<file path="src/rtl/la_wb_arbiter.sv">
// Round-robin arbiter sharing one single-port memory between the Wishbone
// slave port and an LA-driven command channel with a 4-phase handshake.
module la_wb_arbiter #(
  parameter int unsigned AW        = 8,
  parameter logic [31:0] BASE_ADDR = 32'h3000_0000,
  parameter logic [31:0] ADDR_MASK = 32'hFFFF_FC00,
  parameter int unsigned MEM_LAT   = 1
) (
  input  logic          wb_clk_i,
  input  logic          wb_rst_i,
  input  logic          wbs_cyc_i,
  input  logic          wbs_stb_i,
  input  logic          wbs_we_i,
  input  logic [3:0]    wbs_sel_i,
  input  logic [31:0]   wbs_adr_i,
  input  logic [31:0]   wbs_dat_i,
  output logic          wbs_ack_o,
  output logic [31:0]   wbs_dat_o,
  input  logic          la_req_i,
  input  logic          la_we_i,
  input  logic [AW-1:0] la_addr_i,
  input  logic [31:0]   la_wdata_i,
  output logic [31:0]   la_rdata_o,
  output logic          la_done_o,
  output logic          mem_en_o,
  output logic          mem_we_o,
  output logic [3:0]    mem_wmask_o,
  output logic [AW-1:0] mem_addr_o,
  output logic [31:0]   mem_wdata_o,
  input  logic [31:0]   mem_rdata_i,
  output logic          busy_o
);

  typedef enum logic [1:0] {IDLE, ISSUE, WAIT, RESP} state_t;
  typedef enum logic {GNT_WB, GNT_LA} grant_t;

  state_t       state_q, state_d;
  grant_t       gnt_q, last_q;
  logic         op_we_q;
  logic [2:0]   wait_cnt_q;
  logic [31:0]  rdata_q;
  logic         la_req_q;
  logic         la_pend_q;
  logic         wb_req;
  logic         grant_wb, grant_la;
  logic         wait_last;

  assign wb_req    = wbs_cyc_i && wbs_stb_i && ((wbs_adr_i & ADDR_MASK) == BASE_ADDR);
  assign wait_last = (wait_cnt_q == 3'(MEM_LAT - 1));

  // Outputs decoded from the current state; ack requires the WB request to still be live.
  assign busy_o    = (state_q != IDLE);
  assign mem_en_o  = (state_q == ISSUE);
  assign mem_we_o  = (state_q == ISSUE) && op_we_q;
  assign wbs_ack_o = (state_q == RESP) && (gnt_q == GNT_WB) && wb_req;

  // State register.
  always_ff @(posedge wb_clk_i or posedge wb_rst_i) begin
    if (wb_rst_i) begin
      state_q <= IDLE;
    end else begin
      state_q <= state_d;
    end
  end

  // Arbitration and next-state decode; on a tie the requester not served last wins.
  always_comb begin
    state_d  = state_q;
    grant_wb = 1'b0;
    grant_la = 1'b0;
    unique case (state_q)
      IDLE: begin
        if (wb_req && la_pend_q) begin
          if (last_q == GNT_LA) grant_wb = 1'b1;
          else                  grant_la = 1'b1;
        end else if (wb_req) begin
          grant_wb = 1'b1;
        end else if (la_pend_q) begin
          grant_la = 1'b1;
        end
        if (grant_wb || grant_la) state_d = ISSUE;
      end
      ISSUE: state_d = op_we_q ? RESP : WAIT;
      WAIT:  if (wait_last) state_d = RESP;
      RESP:  state_d = IDLE;
      default: state_d = IDLE;
    endcase
  end

  // LA request edge detect and pending flag; a grant clears the flag.
  always_ff @(posedge wb_clk_i or posedge wb_rst_i) begin
    if (wb_rst_i) begin
      la_req_q  <= 1'b0;
      la_pend_q <= 1'b0;
    end else begin
      la_req_q <= la_req_i;
      if (grant_la) begin
        la_pend_q <= 1'b0;
      end else if (la_req_i && !la_req_q) begin
        la_pend_q <= 1'b1;
      end
    end
  end

  // Latch the granted operation; memory-side fields hold until the next grant.
  always_ff @(posedge wb_clk_i or posedge wb_rst_i) begin
    if (wb_rst_i) begin
      gnt_q       <= GNT_WB;
      last_q      <= GNT_LA;
      op_we_q     <= 1'b0;
      mem_addr_o  <= '0;
      mem_wdata_o <= '0;
      mem_wmask_o <= '0;
    end else if (grant_wb) begin
      gnt_q       <= GNT_WB;
      last_q      <= GNT_WB;
      op_we_q     <= wbs_we_i;
      mem_addr_o  <= wbs_adr_i[AW+1:2];
      mem_wdata_o <= wbs_dat_i;
      mem_wmask_o <= wbs_sel_i;
    end else if (grant_la) begin
      gnt_q       <= GNT_LA;
      last_q      <= GNT_LA;
      op_we_q     <= la_we_i;
      mem_addr_o  <= la_addr_i;
      mem_wdata_o <= la_wdata_i;
      mem_wmask_o <= '1;
    end
  end

  // Read latency counter and data capture in the cycle the memory output is valid.
  always_ff @(posedge wb_clk_i or posedge wb_rst_i) begin
    if (wb_rst_i) begin
      wait_cnt_q <= '0;
      rdata_q    <= '0;
      wbs_dat_o  <= '0;
    end else begin
      if (state_q == ISSUE) begin
        wait_cnt_q <= '0;
      end else if (state_q == WAIT) begin
        wait_cnt_q <= wait_cnt_q + 3'd1;
      end
      // WB data is registered here so it is already valid while ack is high in RESP.
      if ((state_q == WAIT) && wait_last) begin
        rdata_q <= mem_rdata_i;
        if (gnt_q == GNT_WB) wbs_dat_o <= mem_rdata_i;
      end
    end
  end

  // LA completion: set from RESP, cleared once firmware lowers the request.
  always_ff @(posedge wb_clk_i or posedge wb_rst_i) begin
    if (wb_rst_i) begin
      la_done_o  <= 1'b0;
      la_rdata_o <= '0;
    end else if ((state_q == RESP) && (gnt_q == GNT_LA)) begin
      la_done_o <= 1'b1;
      if (!op_we_q) la_rdata_o <= rdata_q;
    end else if (!la_req_i) begin
      la_done_o <= 1'b0;
    end
  end

endmodule

</file>
<file path="config.mk">
export PLATFORM = sky130hd
export DESIGN_NAME = la_wb_arbiter
export DESIGN_NICKNAME = d
export VERILOG_FILES = /design/src/rtl/la_wb_arbiter.sv
export SDC_FILE = /design/constraint.sdc
export NUM_CORES = 1
export LEC_CHECK = 0
export BUFFER_PORTS_ARGS = -buffer_cell sky130_fd_sc_hd__clkbuf_2
export CORE_ASPECT_RATIO = 0.7
export CORE_MARGIN = 2
export CORE_UTILIZATION = 53
export CTS_CLUSTER_SIZE = 14
export DETAILED_ROUTE_END_ITERATION = 8
export GPL_TIMING_DRIVEN = 0
export PLACE_DENSITY_LB_ADDON = 0.08
export SYNTH_ARGS = -nofsm -noshare
export SYNTH_HDL_FRONTEND = slang
export SYNTH_SLANG_ARGS = --single-unit
</file>
<file path="constraint.sdc">
create_clock -name wb_clk_i -period 15.6 [get_ports wb_clk_i]
set_input_delay 4.68 -clock wb_clk_i [delete_from_list [all_inputs] [get_ports wb_clk_i]]
set_output_delay 4.68 -clock wb_clk_i [all_outputs]
set_load 0.01 [all_outputs]
</file>
# After elaboration in Yosys (flattened, before gate mapping)
# Index checks and enable logic that the tools add are counted.
# W data, S select, Z words.
# totals
ff_bits	151
latchBits	0
mem_bits_rw	0
mem_bits_ro	0
output_inout_bits	113
elab_cells	75
n_memories	0
# op_classes
add_sub_neg	1
multipliers	0
n_div	0
magnitude_cmp	0
n_eq_ne	7
shift	0
muxes	31
bitwise_logic	2
reduce_logical	20
# ops
op	count
$mux W32	2
$eq A22 B20 Y1 const B	1
$mux W1	20
$mux W8	2
$logic_and A1 B1 Y1	9
$mux W4	2
$pmux W2 S4	1
$reduce_bool A2 Y1	4
$mux W3	2
$reduce_and A2 Y1	3
$eq A2 B2 Y1 const B	2
$mux W2	2
$ne A2 B2 Y1 const B	2
$add A3 B1 Y3 const B	1
$logic_not A3 Y1	1
$eq A2 B1 Y1 const B	1
$logic_not A2 Y1	1
$ne A2 B1 Y1 const B	1
$not A1 Y1	2
$logic_not A1 Y1	1
$logic_or A1 B1 Y1	1

# Logic depth before layout (Yosys ltp)
# Gate-level depths: netlist of the first run.
# depth
word_depth	8
mapped_depth	8
depth_no_buf	6

# Least setup slack after synthesis of the first run
# Ideal clock, no wire load.
# synth_timing
path_type	input port to output port
start	in wbs_adr_i[20]
end	out wbs_ack_o
t_arrival_ns	5.537
required_ns	10.920
slack_ns	5.383
cell_stages	3
n_path_buf	0
cell_sequence	nor4_1 > nand4_1 > nor4b_1
# synth_via
elab_chain_cells	3
# synth_rtl
item	line	text
from (decl)	15	input logic [31:0] wbs_adr_i,
$eq A22 B20 Y1	48	assign wb_req = wbs_cyc_i && wbs_stb_i && ((wbs_adr_i & ADDR_MASK) == BASE_ADDR);
$logic_and A1 B1 Y1	48	
$logic_and A1 B1 Y1	55	assign wbs_ack_o = (state_q == RESP) && (gnt_q == GNT_WB) && wb_req;
to (decl)	17	output logic wbs_ack_o,
# No other way between the ends.

# Final worst setup path of the first run
# layout_timing
start	in wbs_adr_i[21]
end	out wbs_ack_o
# The elaborated chain is that of the path after synthesis.

==> impl_metrics.json, run 1 <==
{
  "grt_use_total_pct": 22.64,
  "post_synth_xor_area_fraction_pct": 0,
  "post-route-min-period_ns": 10.49,
  "pin_count_of_the_biggest_net_entering_global_routing": 101,
  "postCtsSetupBuffers": 0,
  "die_area_sq_um": 13390,
  "timing.max_slew.rel_slack_pct": 55.99,
  "synth_compound_area_share_pct": 1.913,
  "worst_clock_skew_ns": 0.01139,
  "fin_hold_ws_ns": 0.5015,
  "worstSetupPathType": "input pin to output port",
  "yosysSeqAreaShare_pct": 57.22,
  "routed_wirelength_um": 14380,
  "ys_async_sr_fraction_pct": 100.0,
  "worstHoldPathType": "flop to flop",
  "dr.pass1.iters": 4,
  "drtAntennaViolNets": 0,
  "worst-slew-pin-transition_ns": 0.6602,
  "io_buffer_count": 257,
  "synth_edf_count": 0,
  "synth_cell_types": 35,
  "detail_route.wl_per_cell_um": 16.77,
  "route.met2.wl_um": 6884,
  "wl_met3_um": 911,
  "synth_simple_gate_area_share_pct": 2.367,
  "cts_sinks": 151,
  "final_max_slew_viol_count": 0,
  "power-per-cell-area_nw_per_um2": 203.3,
  "setup_total_negative_slack_ns": 0,
  "clk-insertion-delay-late_ns": 0.41,
  "synthFlopType": "sky130_fd_sc_hd__dfrtp_1",
  "design.portCount": 260,
  "grt_overflow_total": 0,
  "h-tree-depth": 4,
  "status": "finished, final reports clean",
  "finalHoldViolCount": 0,
  "floorplan.die.width_um": 137.4,
  "dp_slack_ns": 5.125,
  "post_cts_resize_count": 0,
  "num_vias": 4357,
  "tritoncts": "yes",
  "total_leakage_power_nw": 4.403,
  "viasPerCell": 5.084,
  "floorplan.core_area_sq_um": 12290,
  "hold_buffers": 0,
  "crit_path_max_fanout": 3,
  "max_capacitance_violation_count": 0,
  "drcViolationCount": 0,
  "critical_path.startpoint_type": "input pin",
  "placement_rows": 34,
  "finalCritPeriodShare_pct": 67.26,
  "met1Wirelength_um": 6281,
  "post_synth_instance_area_sq_um": 6606,
  "synthesis.instances": 406,
  "rsz0062_at_grt": "false",
  "vias_in_the_first_global_route": 4588,
  "gpl.final_weighted_congestion": 0.7819,
  "final.fill_count": 888,
  "synthToLayoutAreaGrowth_pct": 32.12,
  "clockBufferDepth": 2,
  "antenna_violations_before_repair": 0,
  "data_arrival_time_of_the_critical_path_ns": 5.81,
  "cts_inserted_buffers": 17,
  "synth_top_family_by_area": "multiplexers",
  "irDropWorstVdd_mv": 0.09939,
  "critical_path_required_ns": 10.92,
  "final-setup-viol-count": 0,
  "layout.nets": 837,
  "synth.net_count": 560,
  "finalWorstSetupSlack_ns": 5.108,
  "worst_setup_path_end_kind": "output port",
  "dr.max_layer_used": "met4",
  "numPlacedInstances": 826,
  "grt_pass1_wl_um": 23010,
  "first_iter_violations": 128,
  "synth.largest_area_cell": "sky130_fd_sc_hd__dfrtp_1",
  "clkSlewWorstSetupHoldPaths_ns": 0.06,
  "synthAdderAreaFrac_pct": 1.326,
  "yosys-mux-area-fraction_pct": 34.75,
  "fin_cells": 857,
  "num_antenna_cells": 0,
  "fp.dieH_um": 97.41,
  "synth_top_area_share_pct": 56.82,
  "initial_utilization_pct": 53.73,
  "synth_seq_cells": 151,
  "post_synth.cell_area_avg_sq_um": 16.27,
  "yosys-top-cells-area": "sky130_fd_sc_hd__dfrtp_1, sky130_fd_sc_hd__mux2_2, sky130_fd_sc_hd__mux2_4, sky130_fd_sc_hd__ha_1, sky130_fd_sc_hd__buf_8",
  "cts_root_buf": "sky130_fd_sc_hd__clkbuf_16",
  "yosys_warnings": 0,
  "dp.final_hpwl_um": 10600,
  "post_route_cells_drive_above_1_share_pct": 69.35,
  "max_freq_mhz": 95.31
}
-- synth_stat cells (2+ instances only) --
library cell               instances
sky130_fd_sc_hd__buf_8             3
sky130_fd_sc_hd__dfrtp_1         150
sky130_fd_sc_hd__a22o_1            3
sky130_fd_sc_hd__buf_2             5
sky130_fd_sc_hd__o22a_1            4
sky130_fd_sc_hd__o21ai_0           4
sky130_fd_sc_hd__nor4_1            3
sky130_fd_sc_hd__clkbuf_1          8
sky130_fd_sc_hd__buf_6             2
sky130_fd_sc_hd__ha_1              7
sky130_fd_sc_hd__mux2_2          107
sky130_fd_sc_hd__nor2_1            2
sky130_fd_sc_hd__nand3_1           3
sky130_fd_sc_hd__inv_1             9
sky130_fd_sc_hd__mux2_4           72
sky130_fd_sc_hd__nor4b_2           2
sky130_fd_sc_hd__nand2b_1          2
sky130_fd_sc_hd__nand2_1           3
-- layer usage --
layer | vias to the layer above | global-route usage, %
met2 | 151 | 36.13
met5 | - | 0
li1 | 2019 | -
met1 | 2161 | 29.85
met4 | 0 | 7.851
met3 | 26 | 6.312
-- per-stage QoR --
| step | util, % | cell area [sq um] | total power, mW |
|---|---|---|---|
| 4_1_cts | 71.00 | 8728 | 1.795 |
| 5_1_grt | 71.00 | 8728 | 1.884 |
| 6_report | 71.00 | 8728 | 1.775 |
| 2_1_floorplan | - | 6606 | 1.112 |
| 3_5_place_dp | 66.11 | 8128 | 1.369 |
| 3_3_place_gp | 65.85 | 8095 | 1.337 |
-- flip-flops by register name, indices dropped and copies added, names as in the netlist --
name	flops
gnt_q	1
la_req_q	1
la_rdata_o	32
op_we_q	1
state_q	2
wbs_dat_o	32
rdata_q	32
mem_wmask_o	4
la_pend_q	1
la_done_o	1
mem_wdata_o	32
mem_addr_o	8
wait_cnt_q	3
last_q	1
-- path summary, 6_finish.rpt --
kind | end | slack, ns | cells past startpoint | startpoint
max in group asynchronous | last_q | 10.43 | 3 | wb_rst_i
hold / removal | rdata_q[23] | 0.50 | 1 | rdata_q[23]
setup / recovery | wbs_ack_o | 5.11 | 5 | wbs_adr_i[21]
hold reg to reg | rdata_q[23] | 0.50 | 1 | rdata_q[23]
setup reg to reg | mem_wdata_o[14] | 13.13 | 8 | state_q[0]
min in group asynchronous | mem_wdata_o[12] | 4.31 | 2 | wb_rst_i
-- power breakdown --
part	leakage [nW]	switching [mW]	total, mW	internal (mW)
logic	2.36	0.292	0.661	0.369
registers	1.76	0.105	0.699	0.593
clock network	0.281	0.162	0.415	0.253
total	4.40	0.560	1.77	1.21
-- cells in the final DEF (no fill, tap or decap), drive strengths merged, types with 2 or more instances in the layout --
| cell | count |
|---|---|
| clkbuf | 283 |
| mux2 | 179 |
| dfrtp | 150 |
| inv | 13 |
| buf | 12 |
| ha | 7 |
| o21ai | 4 |
| o22a | 4 |
| clkinvlp | 4 |
| nand3 | 3 |
| nand2 | 3 |
| nor4 | 3 |
| a22o | 3 |
| bufinv | 3 |
| nor4b | 3 |
| nor2 | 2 |
| nand2b | 2 |
| clkinv | 2 |
-- area by class of cell --
| cell class | count | area [sq um] | area share (%) |
|---|---|---|---|
| clock inverters | 13 | 171.4 | 1.964 |
| flip-flops and latches | 151 | 3780 | 43.31 |
| well taps | 162 | 202.7 | 2.322 |
| repair buffers | 258 | 1314 | 15.05 |
| inverters | 9 | 38.79 | 0.4444 |
| multi-input cells | 227 | 2666 | 30.55 |
| clock buffers | 18 | 429.2 | 4.917 |
| plain buffers | 19 | 126.4 | 1.448 |
-- worst max-delay path: stages --
cell                       delay, ns
sky130_fd_sc_hd__clkbuf_2       0.09
sky130_fd_sc_hd__nor4b_2        0.34
sky130_fd_sc_hd__nand4_1        0.21
sky130_fd_sc_hd__nor4b_1        0.29
sky130_fd_sc_hd__clkbuf_2       0.20
-- cell families (layout without fill, tap and decap cells) --
group	after synthesis	after routing
fa+ha+maj	7	7
simple gates	23	23
mux	180	180
buf+inv	28	317
compound gates	17	17
flops	151	151
Note: power is estimated with default switching activity, not from simulation.
==> inputs of run 2 (changes only) <==
--- a/config.mk
+++ b/config.mk
@@ -8,7 +8,7 @@
 export BUFFER_PORTS_ARGS = -buffer_cell sky130_fd_sc_hd__clkbuf_2
 export CORE_ASPECT_RATIO = 0.7
 export CORE_MARGIN = 2
-export CORE_UTILIZATION = 53
+export CORE_UTILIZATION = 49
 export CTS_CLUSTER_SIZE = 14
 export DETAILED_ROUTE_END_ITERATION = 8
 export GPL_TIMING_DRIVEN = 0
==> constraint.sdc (replaced) <==
create_clock -name wb_clk_i -period 10.15 [get_ports wb_clk_i]
set_input_delay 3.045 -clock wb_clk_i [delete_from_list [all_inputs] [get_ports wb_clk_i]]
set_output_delay 3.045 -clock wb_clk_i [all_outputs]
set_load 0.01 [all_outputs]
==> run 2 against run 1 <==
- power rose by 50%
- largest power group unchanged
- critical path type unchanged
- first-iteration DRC count fell by 5.5%
- design area fell by 0.17%
- clock-buffer cell count rose by 1
- wire length fell by 1.7%
- sequential cell count did not move
- clock power rose by 41%
- clock skew fell by 0.00061 ns
==> impl_metrics.json, run 2 (synthesized netlist as in run 1, its figures left out) <==
{
  "worstHoldPathType": "flop to flop",
  "tritoncts": "yes",
  "timing.critical_path.slowest_cell_delay_ns": 0.36,
  "clkSlewWorstSetupHoldPaths_ns": 0.06,
  "worst_clock_skew_ns": 0.01079,
  "vias_in_the_first_global_route": 4474,
  "floorplan.die.width_um": 142.8,
  "clockBufferDepth": 2,
  "drtAntennaViolNets": 0,
  "initial_utilization_pct": 50.12,
  "grt_overflow_total": 0,
  "irDropWorstVdd_mv": 0.1429,
  "synthToLayoutAreaGrowth_pct": 31.89,
  "timing.max_slew.rel_slack_pct": 40.85,
  "placement_rows": 35,
  "detail_route.wl_per_cell_um": 16.03,
  "critical_path.startpoint_type": "input pin",
  "most_common_library_cell_in_the_layout_ignoring_fill_and_taps": "sky130_fd_sc_hd__clkbuf_2",
  "worstPathCellList": "clkbuf_2 -> nor4_1 -> nand4_1 -> nor4b_1 -> clkbuf_2",
  "fin_hold_ws_ns": 0.4962,
  "post-route-min-period_ns": 7.308,
  "clk-insertion-delay-late_ns": 0.41,
  "num_vias": 4362,
  "floorplan.core_area_sq_um": 13180,
  "drcViolationCount": 0,
  "rsz0062_at_grt": "false",
  "finalHoldViolCount": 0,
  "cpMostUsedCell": "sky130_fd_sc_hd__clkbuf_2",
  "h-tree-depth": 4,
  "gpl.final_weighted_congestion": 0.8875,
  "num_antenna_cells": 0,
  "die_area_sq_um": 14440,
  "fp.dieH_um": 101.1,
  "post_cts_resize_count": 0,
  "design.portCount": 260,
  "max_freq_mhz": 136.8,
  "antenna_violations_before_repair": 0,
  "layout.cells.most_common_list": "sky130_fd_sc_hd__clkbuf_2, sky130_fd_sc_hd__dfrtp_1, sky130_fd_sc_hd__mux2_2, sky130_fd_sc_hd__mux2_4, sky130_fd_sc_hd__clkbuf_16",
  "finalCritPeriodShare_pct": 72.00,
  "grt_use_total_pct": 20.20,
  "max_capacitance_violation_count": 0,
  "grt_pass1_wl_um": 22470,
  "hold_buffers": 0,
  "dr.pass1.iters": 6,
  "total_leakage_power_nw": 4.388,
  "postCtsSetupBuffers": 0,
  "status": "finished, final reports clean",
  "dp.final_hpwl_um": 10710,
  "viasPerCell": 4.951,
  "first_iter_violations": 121,
  "pin_count_of_the_biggest_net_entering_global_routing": 98,
  "data_arrival_time_of_the_critical_path_ns": 4.26,
  "layout.nets": 837,
  "worst_setup_path_end_kind": "output port",
  "final-setup-viol-count": 0,
  "cp_slowest_cell": "sky130_fd_sc_hd__nor4_1",
  "timing.critical_path.buf_inv": 2,
  "post_route_cells_drive_above_1_share_pct": 69.40,
  "power-per-cell-area_nw_per_um2": 305.6,
  "worst-slew-pin-transition_ns": 0.8873,
  "cts_root_buf": "sky130_fd_sc_hd__clkbuf_16",
  "routed_wirelength_um": 14120,
  "cts_inserted_buffers": 17,
  "setup_total_negative_slack_ns": 0,
  "worstSetupPathType": "input pin to output port",
  "final_max_slew_viol_count": 0,
  "cts_sinks": 151,
  "critical_path_required_ns": 7.11,
  "crit_path_max_fanout": 3,
  "critical-path-top-delay-family": "simple AND/OR/NAND/NOR gates",
  "io_buffer_count": 257
}
-- run 2: cell type report --
| cell class | instances | area, sq um |
|---|---|---|
| clock inverter | 13 | 113.9 |
| fill | 1008 | 4468 |
| multi-input combinational | 227 | 2666 |
| sequential | 151 | 3780 |
| tap | 185 | 231.5 |
| buffer | 19 | 126.4 |
| inverter | 9 | 38.79 |
| timing repair buffer | 258 | 1314 |
| clock buffer | 19 | 442.9 |
-- run 2: where the power goes --
part	internal [mW]	switching, mW	total, mW
Clock	0.327	0.259	0.586
Sequential	0.911	0.157	1.07
Combinational	0.566	0.442	1.01
Total	1.80	0.858	2.66
-- run 2: worst register-to-register path, stage by stage (launching register included) --
cell and delay [ns]:
sky130_fd_sc_hd__dfrtp_1 0.41, sky130_fd_sc_hd__inv_1 0.15, sky130_fd_sc_hd__ha_1 0.25, sky130_fd_sc_hd__inv_1 0.09, sky130_fd_sc_hd__or4_1 0.54, sky130_fd_sc_hd__buf_6 0.18
sky130_fd_sc_hd__buf_8 0.16, sky130_fd_sc_hd__mux2_4 0.32, sky130_fd_sc_hd__mux2_4 0.26
-- run 2: metal layers --
metal / track usage, % / part of all wire (%)
met5: 0 / 0
met4: 7.159 / 1.3
met3: 5.768 / 6.4
met2: 33.06 / 48
met1: 26.16 / 45
-- run 2: per-stage QoR --
step | utilization [%] | worst slack, ns | instances | instance area [sq um] | total power [mW]
4_1_cts | 66.10 | 2.880 | 881 | 8713 | 2.701
2_1_floorplan | - | 3.042 | 406 | 6606 | 1.709
3_5_place_dp | 61.88 | 2.890 | 849 | 8157 | 2.103
6_report | 66.10 | 2.842 | 881 | 8713 | 2.663
5_1_grt | 66.10 | 2.700 | 881 | 8713 | 2.835
3_3_place_gp | 61.63 | 1.567 | 848 | 8124 | 2.059
-- run 2: final timing paths --
path	startpoint	endpoint	slack, ns	depth (start not counted)
setup / recovery	wbs_adr_i[20]	wbs_ack_o	2.84	5
setup reg to reg	state_q[0]	mem_wdata_o[12]	7.69	8
hold / removal	rdata_q[8]	la_rdata_o[8]	0.50	1
min in group asynchronous	wb_rst_i	mem_wdata_o[23]	2.79	2
max in group asynchronous	wb_rst_i	last_q	6.55	3
hold reg to reg	rdata_q[8]	la_rdata_o[8]	0.50	1
